$ cat src/rtl/bp_be_itag_tracker.sv
// bp_be_itag_tracker: in-order itag/PC tracker for backend in-flight instructions.
// Define BP_BE_ITAG_FLUSH_CNT_EN to add flush_cnt_o, a saturating count of flushed entries.
module bp_be_itag_tracker #(
  parameter int itag_width_p = 8,
  parameter int depth_p = 5,
  parameter int pc_width_p = 64,
  localparam int cnt_w = $clog2(depth_p + 1),
  localparam int ptr_w = (depth_p > 1) ? $clog2(depth_p) : 1
) (
  input  logic                    clk_i,
  input  logic                    reset_i,
  input  logic                    alloc_v_i,
  input  logic [pc_width_p-1:0]   alloc_pc_i,
  output logic                    alloc_ready_o,
  output logic [itag_width_p-1:0] alloc_itag_o,
  input  logic                    commit_v_i,
  input  logic [itag_width_p-1:0] commit_itag_i,
  input  logic                    flush_i,
  output logic                    oldest_v_o,
  output logic [itag_width_p-1:0] oldest_itag_o,
  output logic [pc_width_p-1:0]   oldest_pc_o,
  output logic [cnt_w-1:0]        count_o,
  output logic                    err_o
`ifdef BP_BE_ITAG_FLUSH_CNT_EN
  ,
  output logic [15:0]             flush_cnt_o
`endif
);
  if (itag_width_p < 31 && (1 << itag_width_p) <= depth_p) begin : g_bad_width
    $error("bp_be_itag_tracker: 2**itag_width_p must exceed depth_p");
  end
  logic [itag_width_p-1:0] tag_r;
  logic [ptr_w-1:0] head_r, tail_r;
  logic [cnt_w-1:0] count_r;
  logic err_r;
  logic [itag_width_p-1:0] tag_q [depth_p];
  logic [pc_width_p-1:0] pc_q [depth_p];
  logic alloc_acc, commit_acc, commit_bad;
  function automatic logic [ptr_w-1:0] nxt(input logic [ptr_w-1:0] p);
    return (p == ptr_w'(depth_p - 1)) ? '0 : p + 1'b1;
  endfunction
  assign alloc_ready_o = count_r != cnt_w'(depth_p);
  assign alloc_itag_o = tag_r;
  assign oldest_v_o = count_r != '0;
  assign oldest_itag_o = oldest_v_o ? tag_q[head_r] : '0;
  assign oldest_pc_o = oldest_v_o ? pc_q[head_r] : '0;
  assign count_o = count_r;
  assign err_o = err_r;
  assign alloc_acc = alloc_v_i & alloc_ready_o & ~flush_i;
  assign commit_acc = commit_v_i & oldest_v_o & ~flush_i & (commit_itag_i == oldest_itag_o);
  assign commit_bad = commit_v_i & ~flush_i & ~commit_acc;
  // The tag counter keeps advancing across flushes so discarded tags are not reissued early.
  always_ff @(posedge clk_i or posedge reset_i)
    if (reset_i) begin
      tag_r <= '0;
      head_r <= '0;
      tail_r <= '0;
      count_r <= '0;
      err_r <= 1'b0;
    end else begin
      tag_r <= tag_r + itag_width_p'(alloc_acc);
      head_r <= flush_i ? '0 : commit_acc ? nxt(head_r) : head_r;
      tail_r <= flush_i ? '0 : alloc_acc ? nxt(tail_r) : tail_r;
      count_r <= flush_i ? '0 : count_r + cnt_w'(alloc_acc) - cnt_w'(commit_acc);
      err_r <= err_r | commit_bad;
    end
  always_ff @(posedge clk_i)
    if (alloc_acc) begin
      tag_q[tail_r] <= tag_r;
      pc_q[tail_r] <= alloc_pc_i;
    end
`ifdef BP_BE_ITAG_FLUSH_CNT_EN
  logic [16:0] flush_sum;
  assign flush_sum = 17'(flush_cnt_o) + 17'(count_r);
  always_ff @(posedge clk_i or posedge reset_i)
    if (reset_i) flush_cnt_o <= '0;
    else if (flush_i) flush_cnt_o <= flush_sum[16] ? 16'hFFFF : flush_sum[15:0];
`endif
endmodule

$ cat config.mk
export PLATFORM = sky130hd
export DESIGN_NAME = bp_be_itag_tracker
export DESIGN_NICKNAME = d
export VERILOG_FILES = /design/src/rtl/bp_be_itag_tracker.sv
export SDC_FILE = /design/constraint.sdc
export NUM_CORES = 1
export LEC_CHECK = 0
export ABC_AREA = 1
export CORE_UTILIZATION = 51
export DETAILED_ROUTE_END_ITERATION = 7
export HOLD_SLACK_MARGIN = 0.12
export PLACE_DENSITY = 0.82
export SKIP_LAST_GASP = 1
export SYNTH_ARGS = -nofsm -noshare
export SYNTH_HDL_FRONTEND = slang
export SYNTH_SLANG_ARGS = --single-unit
$ cat constraint.sdc
create_clock -name clk_i -period 6.75 [get_ports clk_i]
set_input_delay 1.0125 -clock clk_i [delete_from_list [all_inputs] [get_ports clk_i]]
set_output_delay 1.0125 -clock clk_i [all_outputs]
set_load 0.05 [all_outputs]
==> PnR_summary.wiki, run 1 <==
{| class="wikitable"
! Metric !! Value
|-
| Delay contributed by the slowest stage of the critical path || 0.90 ns
|-
| Number of setup violations in the final report || 0
|-
| Design Power || 5360 uW
|-
| Area of the die || slightly above 30000 sq um
|-
| Tightest slew margin relative to the limit || 23.8%
|-
| Die Y-Extent || ~170 um
|-
| Clock tree sinks || 378
|-
| Synth Net Count || 1336
|-
| Fill cell total of the finished layout || 2155
|-
| Maximum fanout along the worst path || 112
|-
| Share of final-layout standard cells stronger than drive strength 1 || under 10%
|-
| Clock latency at the later pin of the worst-skew pair || 0.52 ns
|-
| Clk_skew || 0.0215 ns
|-
| Final cycle utilization of the critical path || 74.7%
|-
| # Max-Cap Violations || 0
|-
| Actual slew at the worst max-slew pin || 1.14 ns
|-
| RSZ-0062 raised after global routing || no
|-
| Top-Level Pins || 163
|-
| Cell area after synthesis || 15200 sq um
|-
| Net switching power || roughly 1300 uW
|-
| Sequence of cells on the critical path || inv_4 > buf_4 > o21ai_0 > o22ai_1 > o21ai_1 > inv_1 > clkdlybuf4s50_1
|-
| Count of yosys warnings during synthesis || 0
|-
| Buffer depth of the longest clock path || 3
|-
| Commonest non-fill, non-tap cells in the layout || sky130_fd_sc_hd__edfxtp_1 (360), sky130_fd_sc_hd__nor2_1 (284), sky130_fd_sc_hd__clkdlybuf4s50_1 (162)
|-
| Required time at the worst-slack endpoint || 5.74 ns
|-
| Clock-pin slew reported for the worst setup and hold paths after clock tree synthesis || 0.06 ns
|-
| Worst Setup Start Kind || flop
|-
| Root buffer cell || sky130_fd_sc_hd__clkbuf_16
|-
| Design area || 18300 sq um
|-
| Worst-case setup slack after placement || about 2.2 ns
|-
| Register area share after synthesis || between 70 and 80%
|-
| Global-route wire length before repair || 52.8 mm
|-
| Class of the tightest hold or removal check || flop to flop
|-
| Max-slew violation count || 0
|-
| Proportion of power drawn by the clock network || 36.2%
|-
| P_int || approximately 4000 uW
|-
| Signal arrival time at the worst endpoint || 4.03 ns
|-
| Placement-stage cell area || 17100 sq um
|-
| Clock buffer count from CTS || 37
|-
| Final critical delay including setup and external delays || 5.04 ns
|-
| Final wirelength || 33.5 mm
|-
| Min setup slack post-route || 1.71 ns
|-
| Area inside the core boundary || 29000 sq um
|-
| IR drop worst, VDD || 0.000229 V
|-
| Most frequent standard cell in the layout excluding fill and tap cells || sky130_fd_sc_hd__edfxtp_1
|-
| Count of unresolved DRC violations after routing || 0
|-
| Total track usage || 22.3%
|-
| Type of the setup path with the least slack || flop to output pin
|-
| Antenna violations before repair || 2
|-
| Maximum number of pins on one net before global-route repair || 113
|-
| Flop and latch count out of synthesis || between 300 and 400
|-
| Count of buffers added by post-CTS timing repair for setup || 0
|-
| Net count, final || 1482
|-
| Smallest hold slack || 0.487 ns
|-
| Syn-to-layout area delta || 20.4%
|-
| Detail-routed via count per cell || 5.49
|-
| Starting utilization of the core area || 52.4%
|-
| Share of power burned in combinational logic || 12.5%
|-
| Outcome || finished, final reports clean
|-
| DPL Wire Length || approximately 18 mm
|-
| Total number of vias || 9940
|-
| Number of instances in the synthesized netlist || 1251
|-
| Placement Rows || 62
|-
| Synth cell types || 25
|-
| Leak Pwr || 0.00698 uW
|-
| Number of hold violations in the final report || 0
|-
| Antenna-violating nets left || 0
|-
| Proportion of power drawn by flip-flops and latches || between 50% and 60%
|-
| Total number of H-tree levels || 2
|-
| TritonCTS clock tree || done
|-
| Total of cells resized after clock tree synthesis || 0
|-
| Overflow left after global routing || 0
|-
| Final weighted congestion in routability-driven placement || 0.763
|-
| Number of global-route vias before repair || 10200
|-
| Worst Setup End Kind || output pin
|-
| Number of buffers inserted by hold repair at cts || 0
|-
| P per Cell Area || 293 nW/um^2
|-
| Width of the chip || between 150 and 200 um
|-
| Average size of a mapped cell || around 12 sq um
|-
| Share of total power consumed by net switching || 25.1%
|-
| CP max stage cell || sky130_fd_sc_hd__inv_4
|-
| Pre-Repair DR Iteration Count || 5
|-
| Iteration-0 DRC count of the detailed router || 955
|-
| Timing-limited maximum frequency || 0.198 GHz
|-
| Wirelength per Cell || ~19 um
|-
| PortBufs || 162
|}
-- synth_stat cells, drive strengths merged --
master  instances  share of area, %
o22ai          65               2.7
xor2            7              0.40
nand3b          1             0.049
o21bai          2             0.099
inv           105               2.6
nand2          88               2.2
a21oi           6              0.20
nand3          33               1.1
o21ai         194               6.4
dfrtp          18               3.0
xnor2           3              0.17
fa              1              0.13
nor3            5              0.16
edfxtp        360                71
clkbuf         42               1.0
buf            26              0.93
nor2          287               7.1
ha              7              0.58
or2             1             0.041
-- sequential cells by signal, summed over array words and instances (netlist names) --
| signal | count |
|---|---|
| alloc_itag_o | 8 |
| count_o | 3 |
| err_o | 1 |
| head_r | 3 |
| pc_q | 320 |
| tag_q | 40 |
| tail_r | 3 |
-- worst max-delay path: cells and delay by family, from the launching register on --
kind	cells	cell delay (ns)
DFF	1	0.74
buffers and inverters	4	2.27
AOI/OAI and AO/OA	3	0.44
-- kinds of logic after synthesis --
family / synth area share, %
buffers and inverters: 4.56
adders and majority gates: 0.708
xor gates and xnor gates: 0.577
DFF: 74.1
AOI/OAI and AO/OA: 9.36
and+or+nand+nor: 10.7
-- routing by layer --
metal	track usage, %	wire (um)
met1	28.0	13500
met2	39.5	17200
met3	3.15	2070
met4	8.08	697
met5	0	0
-- power groups by stage --
stage | registers, uW | logic (uW) | clock network (uW)
2_1_floorplan | 2850 | 334 | 0
3_3_place_gp | 2790 | 660 | 0
3_5_place_dp | 2800 | 672 | 0
4_1_cts | 2750 | 676 | 1970
5_1_grt | 2750 | 715 | 2060
6_report | 2750 | 671 | 1940
-- per-stage QoR --
step	TNS (ns)	utilization (%)	cells
finish	0	63.0	1811
global route	0	63.0	1810
CTS	0	63.0	1808
detailed placement	0	59.1	1742
floorplan	-53.40	-	1251
global placement	0	59.1	1742
-- cell type report --
cell class,instances,area (sq um),area share (%)
diodes,3,7.51,0.0411
clock buffers,55,1060,5.78
clock inverters,11,81.3,0.445
inverters,105,398,2.18
multi-input cells,700,3270,17.9
flip-flops and latches,378,11300,61.6
well taps,384,480,2.63
repair buffers,175,1720,9.40
-- path summary, 6_finish.rpt --
| check | startpoint | endpoint | slack [ns] | depth (start not counted) |
|---|---|---|---|---|
| hold reg to reg | err_o$_DFF_PP0_ | err_o$_DFF_PP0_ | 0.49 | 1 |
| hold / removal | err_o$_DFF_PP0_ | err_o$_DFF_PP0_ | 0.49 | 1 |
| max in group asynchronous | reset_i | head_r[0]$_DFFE_PP0P_ | 5.34 | 2 |
| min in group asynchronous | reset_i | err_o$_DFF_PP0_ | 0.90 | 2 |
| setup / recovery | head_r[0]$_DFFE_PP0P_ | oldest_pc_o[21] | 1.71 | 7 |
| setup reg to reg | head_r[0]$_DFFE_PP0P_ | count_o[2]$_DFF_PP0_ | 2.85 | 18 |
(Power assumes the default switching activity.)
==> inputs of run 2 (changes only) <==
Settings changed: CORE_UTILIZATION 51 to 55, PLACE_DENSITY 0.82 to 0.84.
Clock period 6.75 ns to 5.2 ns, I/O delays scaled along.
==> PnR_summary.wiki, run 2 (same netlist as run 1, synthesis figures left out) <==
{| class="wikitable"
! Metric !! Value
|-
| Antenna-violating nets left || 0
|-
| Register area || 11300 sq um
|-
| Number of buffers inserted by hold repair at cts || 0
|-
| # Max-Cap Violations || 0
|-
| IR drop worst, VDD || approximately 0.00033 V
|-
| Final cycle utilization of the critical path || 88.1%
|-
| Number of buffer and inverter instances along the worst setup path || 4
|-
| Design Power || just over 7000 uW
|-
| Clock tree sinks || 378
|-
| Clock latency at the later pin of the worst-skew pair || around 0.53 ns
|-
| DPL Wire Length || 18.7 mm
|-
| Overflow left after global routing || 0
|-
| Leak Pwr || roughly 0.0071 uW
|-
| Count of unresolved DRC violations after routing || 0
|-
| Maximum fanout along the worst path || 92
|-
| Sequence of cells on the critical path || inv_4 > buf_12 > o21ai_0 > o22ai_1 > o21ai_1 > inv_1 > clkdlybuf4s50_1
|-
| Total number of H-tree levels || 2
|-
| Most frequent standard cell in the layout excluding fill and tap cells || sky130_fd_sc_hd__edfxtp_1
|-
| Root buffer cell || sky130_fd_sc_hd__clkbuf_16
|-
| Hold Path Cell Cnt || 1
|-
| P per Cell Area || approximately 390 nW/um^2
|-
| Detail-routed via count per cell || 5.72
|-
| Area inside the core boundary || 27000 sq um
|-
| Timing-limited maximum frequency || 0.218 GHz
|-
| Worst Setup End Kind || output pin
|-
| Commonest non-fill, non-tap cells in the layout || sky130_fd_sc_hd__edfxtp_1 (360), sky130_fd_sc_hd__nor2_1 (284), sky130_fd_sc_hd__clkdlybuf4s50_1 (162)
|-
| Starting utilization of the core area || 56.2%
|-
| Multi-input combinational cell area || 3270 sq um
|-
| RSZ-0062 raised after global routing || no
|-
| Largest register by flop count || pc_q
|-
| Iteration-0 DRC count of the detailed router || around 1100
|-
| Count of buffers added by post-CTS timing repair for setup || 0
|-
| First element of the critical path || head_r[0]$_DFFE_PP0P_
|-
| Hold worst-path end || err_o$_DFF_PP0_
|-
| Clock buffer count from CTS || 38
|-
| Clock-pin slew reported for the worst setup and hold paths after clock tree synthesis || 0.06 ns
|-
| Net count, final || approximately 1500
|-
| Antenna violations before repair || 1
|-
| Outcome || finished, final reports clean
|-
| Delay contributed by the slowest stage of the critical path || 0.82 ns
|-
| Worst Setup Start Kind || flop
|-
| Syn-to-layout area delta || 21.1%
|-
| Core utilization of the finished layout || 68.1%
|-
| Critical register-to-register path endpoint || count_o[2]$_DFF_PP0_
|-
| Sum Neg Setup Slack || 0 ns
|-
| Wirelength per Cell || around 20 um
|-
| Top-Level Pins || 163
|-
| CP top delay family || buffers and inverters
|-
| Final critical delay including setup and external delays || about 4.6 ns
|-
| Max-slew violation count || 0
|-
| Die Y-Extent || about 170 um
|-
| Pre-Repair DR Iteration Count || 7
|-
| Largest register FFs || 320
|-
| Clk_skew || 0.0182 ns
|-
| Cell count of the worst reg-to-reg path || 16
|-
| Area of the die || 28300 sq um
|-
| Signal arrival time at the worst endpoint || 3.80 ns
|-
| TritonCTS clock tree || done
|-
| Number of hold violations in the final report || 0
|-
| Placement Rows || 60
|-
| Maximum number of pins on one net before global-route repair || 93
|-
| Final wirelength || 34.9 mm
|-
| PortBufs || 162
|-
| Total of cells resized after clock tree synthesis || 0
|-
| Buffer depth of the longest clock path || 3
|-
| Final weighted congestion in routability-driven placement || 0.778
|-
| Width of the chip || 168 um
|-
| Fill cell total of the finished layout || 1849
|-
| Class of the tightest hold or removal check || flop to flop
|-
| Required time at the worst-slack endpoint || 4.42 ns
|-
| Global-route wire length before repair || 53.7 mm
|-
| Total number of vias || 10100
|-
| Reg2Reg Launch Point || head_r[0]$_DFFE_PP0P_
|-
| Hold wc startpoint || err_o$_DFF_PP0_
|-
| Type of the setup path with the least slack || flop to output pin
|-
| CP max stage cell || sky130_fd_sc_hd__clkdlybuf4s50_1
|-
| Number of global-route vias before repair || slightly above 10000
|-
| Tightest slew margin relative to the limit || 22.9%
|-
| Total track usage || 24.6%
|-
| Share of final-layout standard cells stronger than drive strength 1 || between 6 and 7%
|-
| Actual slew at the worst max-slew pin || 1.16 ns
|-
| Setup slack on the worst flop-to-flop path || 1.32 ns
|-
| Number of setup violations in the final report || 0
|}
==> run 2: cell types whose count changed in the layout (fill, tap and decap cells not counted), sizes merged <==
cell | previous run | this run
diode | 3 | 1
buf | 13 | 16
clkinv | 10 | 16
inv | 105 | 104
clkbuf | 55 | 51
bufinv | 1 | 4
==> run 2: power breakdown <==
group          switching (uW)  total [uW]  internal (uW)
Combinational             599         881            282
Sequential               93.5        3570           3480
Clock                    1100        2760           1660
==> run 2: layer usage <==
metal | part of all wire, % | vias to the layer above | track usage [%]
li1 | - | 4669 | -
met1 | 39 | 4988 | 30.8
met2 | 52 | 417 | 43.4
met3 | 6.9 | 67 | 4.18
met4 | 2.5 | 0 | 9.05
met5 | 0 | - | 0
==> run 2: layout make-up <==
cell class,instances,area share (%)
clock buffers,51,5.89
multi-input cells,700,17.8
clock inverters,19,1.03
repair buffers,178,9.54
inverters,105,2.16
well taps,341,2.32
diodes,1,0.0136
flip-flops and latches,378,61.3
==> run 2: worst max-delay path by stage <==
stage                                       to  slack [ns]  depth (start not counted)
after floorplan           pc_q[1][0]$_DFFE_PP_       -1.92                          6
after global placement         oldest_pc_o[39]        1.31                          7
after detailed placement       oldest_pc_o[31]        1.25                          7
after CTS                      oldest_pc_o[50]        0.61                          7
after global routing           oldest_pc_o[47]        0.45                          7
final                          oldest_pc_o[50]        0.62                          7
==> run 2: stage by stage <==
step / cell area, sq um / setup slack [ns] / hold slack [ns] / cells
after floorplan: 15200 / -1.92 / 0.552 / 1251
after global placement: 17100 / 1.31 / 0.472 / 1702
after global routing: 18400 / 0.450 / 0.522 / 1773
after CTS: 18400 / 0.609 / 0.492 / 1772
after detailed placement: 17100 / 1.25 / 0.473 / 1702
final: 18400 / 0.620 / 0.495 / 1773
==> inputs of run 3 (changes only) <==
Settings changed: CAP_MARGIN from default to 40.
==> PnR_summary.wiki, run 3 (same netlist as run 1, synthesis figures left out) <==
{| class="wikitable"
! Metric !! Value
|-
| Clock-pin slew reported for the worst setup and hold paths after clock tree synthesis || about 0.06 ns
|-
| Max-slew violation count || 0
|-
| Net count, final || 1492
|-
| Overflow left after global routing || 0
|-
| GR Util met2 || 43.3%
|-
| Starting utilization of the core area || 56.2%
|-
| Number of global-route vias before repair || 10300
|-
| Tightest slew margin relative to the limit || about two fifths
|-
| Clock buffer count from CTS || 38
|-
| Actual slew at the worst max-slew pin || roughly 0.89 ns
|-
| TritonCTS clock tree || done
|-
| Timing-limited maximum frequency || 0.221 GHz
|-
| Number of setup violations in the final report || 0
|-
| Final cycle utilization of the critical path || 86.9%
|-
| GR met3 Demand/Resource || 5.01%
|-
| Non-filler cells, final || 1779
|-
| Area inside the core boundary || between 20000 and 30000 sq um
|-
| Die Y-Extent || between 150 and 200 um
|-
| Syn-to-layout area delta || 21.9%
|-
| RSZ-0062 raised after global routing || no
|-
| Global-route layer with the greatest usage || met2
|-
| Worst Setup End Kind || output pin
|-
| Leak Pwr || 0.00713 uW
|-
| Register area || 11300 sq um
|-
| Antenna violations before repair || 2
|-
| # Max-Cap Violations || 0
|-
| Fill cell total of the finished layout || 1856
|-
| Maximum number of pins on one net before global-route repair || 81
|-
| Worst Setup Start Kind || flop
|-
| Number of buffers inserted by hold repair at cts || 0
|-
| Total number of H-tree levels || 2
|-
| Iteration-0 DRC count of the detailed router || 927
|-
| Buffer depth of the longest clock path || 3
|-
| Placement Rows || 60
|-
| Width of the chip || 168 um
|-
| Count of buffers added by post-CTS timing repair for setup || 0
|-
| Maximum fanout along the worst path || 80
|-
| Final wirelength || 34.8 mm
|-
| IR drop worst, VDD || 0.000295 V
|-
| Final critical delay including setup and external delays || 4.52 ns
|-
| Multi-input combinational cell area || 3270 sq um
|-
| Global-route wire length before repair || 53.8 mm
|-
| Area of the die || ~28000 sq um
|-
| Detail-routed via count per cell || 5.73
|-
| DPL Wire Length || 19.5 mm
|-
| Count of unresolved DRC violations after routing || 0
|-
| Largest register by flop count || pc_q
|-
| Clock tree sinks || 378
|-
| Class of the tightest hold or removal check || flop to flop
|-
| Total track usage || 24.6%
|-
| Pre-Repair DR Iteration Count || 5
|-
| Share of final-layout standard cells stronger than drive strength 1 || 6.33%
|-
| Setup slack on the worst flop-to-flop path || 1.28 ns
|-
| Antenna-violating nets left || 0
|-
| Required time at the worst-slack endpoint || about 4.4 ns
|-
| Root buffer cell || sky130_fd_sc_hd__clkbuf_16
|-
| Global Route met1 Usage || 30.3%
|-
| Dpl cells || 1708
|-
| Outcome || finished, final reports clean
|-
| Clock latency at the later pin of the worst-skew pair || 0.53 ns
|-
| Signal arrival time at the worst endpoint || around 3.7 ns
|-
| Type of the setup path with the least slack || flop to output pin
|-
| Top-Level Pins || 163
|-
| Placement-stage cell area || 17300 sq um
|-
| Number of hold violations in the final report || 0
|-
| Final weighted congestion in routability-driven placement || 0.778
|-
| Largest register FFs || 320
|-
| Design area || 18500 sq um
|-
| Wirelength per Cell || 19.5 um
|-
| Commonest non-fill, non-tap cells in the layout || sky130_fd_sc_hd__edfxtp_1 (360), sky130_fd_sc_hd__nor2_1 (284), sky130_fd_sc_hd__clkdlybuf4s50_1 (162)
|-
| P per Cell Area || about 390 nW/um^2
|-
| Clk_skew || 0.0255 ns
|-
| Total of cells resized after clock tree synthesis || 0
|-
| PortBufs || 162
|-
| Most frequent standard cell in the layout excluding fill and tap cells || sky130_fd_sc_hd__edfxtp_1
|-
| Total number of vias || between 10000 and 15000
|}
run 3: changes by cell type in the layout (fill, tap and decap cells not counted):
| cell | before | now |
|---|---|---|
| sky130_fd_sc_hd__bufinv_16 | 4 | 3 |
| sky130_fd_sc_hd__buf_16 | 0 | 4 |
| sky130_fd_sc_hd__clkbuf_1 | 8 | 7 |
| sky130_fd_sc_hd__buf_12 | 1 | 3 |
| sky130_fd_sc_hd__clkinv_1 | 5 | 7 |
run 3: final cells by class:
class | instances | share of cell area (%)
Clock buffer | 50 | 5.83
Clock inverter | 20 | 0.899
Inverter | 105 | 2.15
Antenna cell | 1 | 0.0135
Multi-Input combinational cell | 700 | 17.7
Tap cell | 341 | 2.30
Sequential cell | 378 | 60.8
Timing Repair Buffer | 184 | 10.3
run 3: critical path: stages, from the launching register on:
cell and delay [ns]:
sky130_fd_sc_hd__dfrtp_4 0.89, sky130_fd_sc_hd__buf_4 0.77, sky130_fd_sc_hd__o21ai_0 0.24, sky130_fd_sc_hd__o22ai_1 0.24
sky130_fd_sc_hd__o21ai_1 0.08, sky130_fd_sc_hd__inv_1 0.14, sky130_fd_sc_hd__clkdlybuf4s50_1 0.81
run 3: final timing paths:
check,start,cells after the start,to
min in group asynchronous,reset_i,2,tail_r[1]$_DFFE_PP0P_
max in group asynchronous,reset_i,2,head_r[0]$_DFFE_PP0P_
max reg2reg,head_r[0]$_DFFE_PP0P_,16,count_o[2]$_DFF_PP0_
min reg2reg,err_o$_DFF_PP0_,1,err_o$_DFF_PP0_
min,err_o$_DFF_PP0_,1,err_o$_DFF_PP0_
max,head_r[0]$_DFFE_PP0P_,6,oldest_pc_o[21]
run 3: power breakdown:
group / switching [uW] / internal [uW]
Clock: 1090 / 1610
Sequential: 93.5 / 3480
Combinational: 601 / 288
run 3: metal layers:
| metal | vias up | routed length (um) |
|---|---|---|
| met5 | - | 0 |
| met4 | 0 | 772 |
| met3 | 63 | 2940 |
| met2 | 526 | 17900 |
| met1 | 4924 | 13200 |
| li1 | 4679 | - |
run 3: per-stage QoR:
stage               TNS, ns  util, %  total power, uW  setup slack (ns)  hold slack (ns)
floorplan           -276.88        -             4140             -1.92            0.552
global placement          0     63.3             4490              1.31            0.472
detailed placement        0     63.9             4510              1.31            0.473
CTS                       0     68.5             7190             0.707            0.492
global route              0     68.5             7370             0.505            0.521
finish                    0     68.5             7160             0.682            0.490
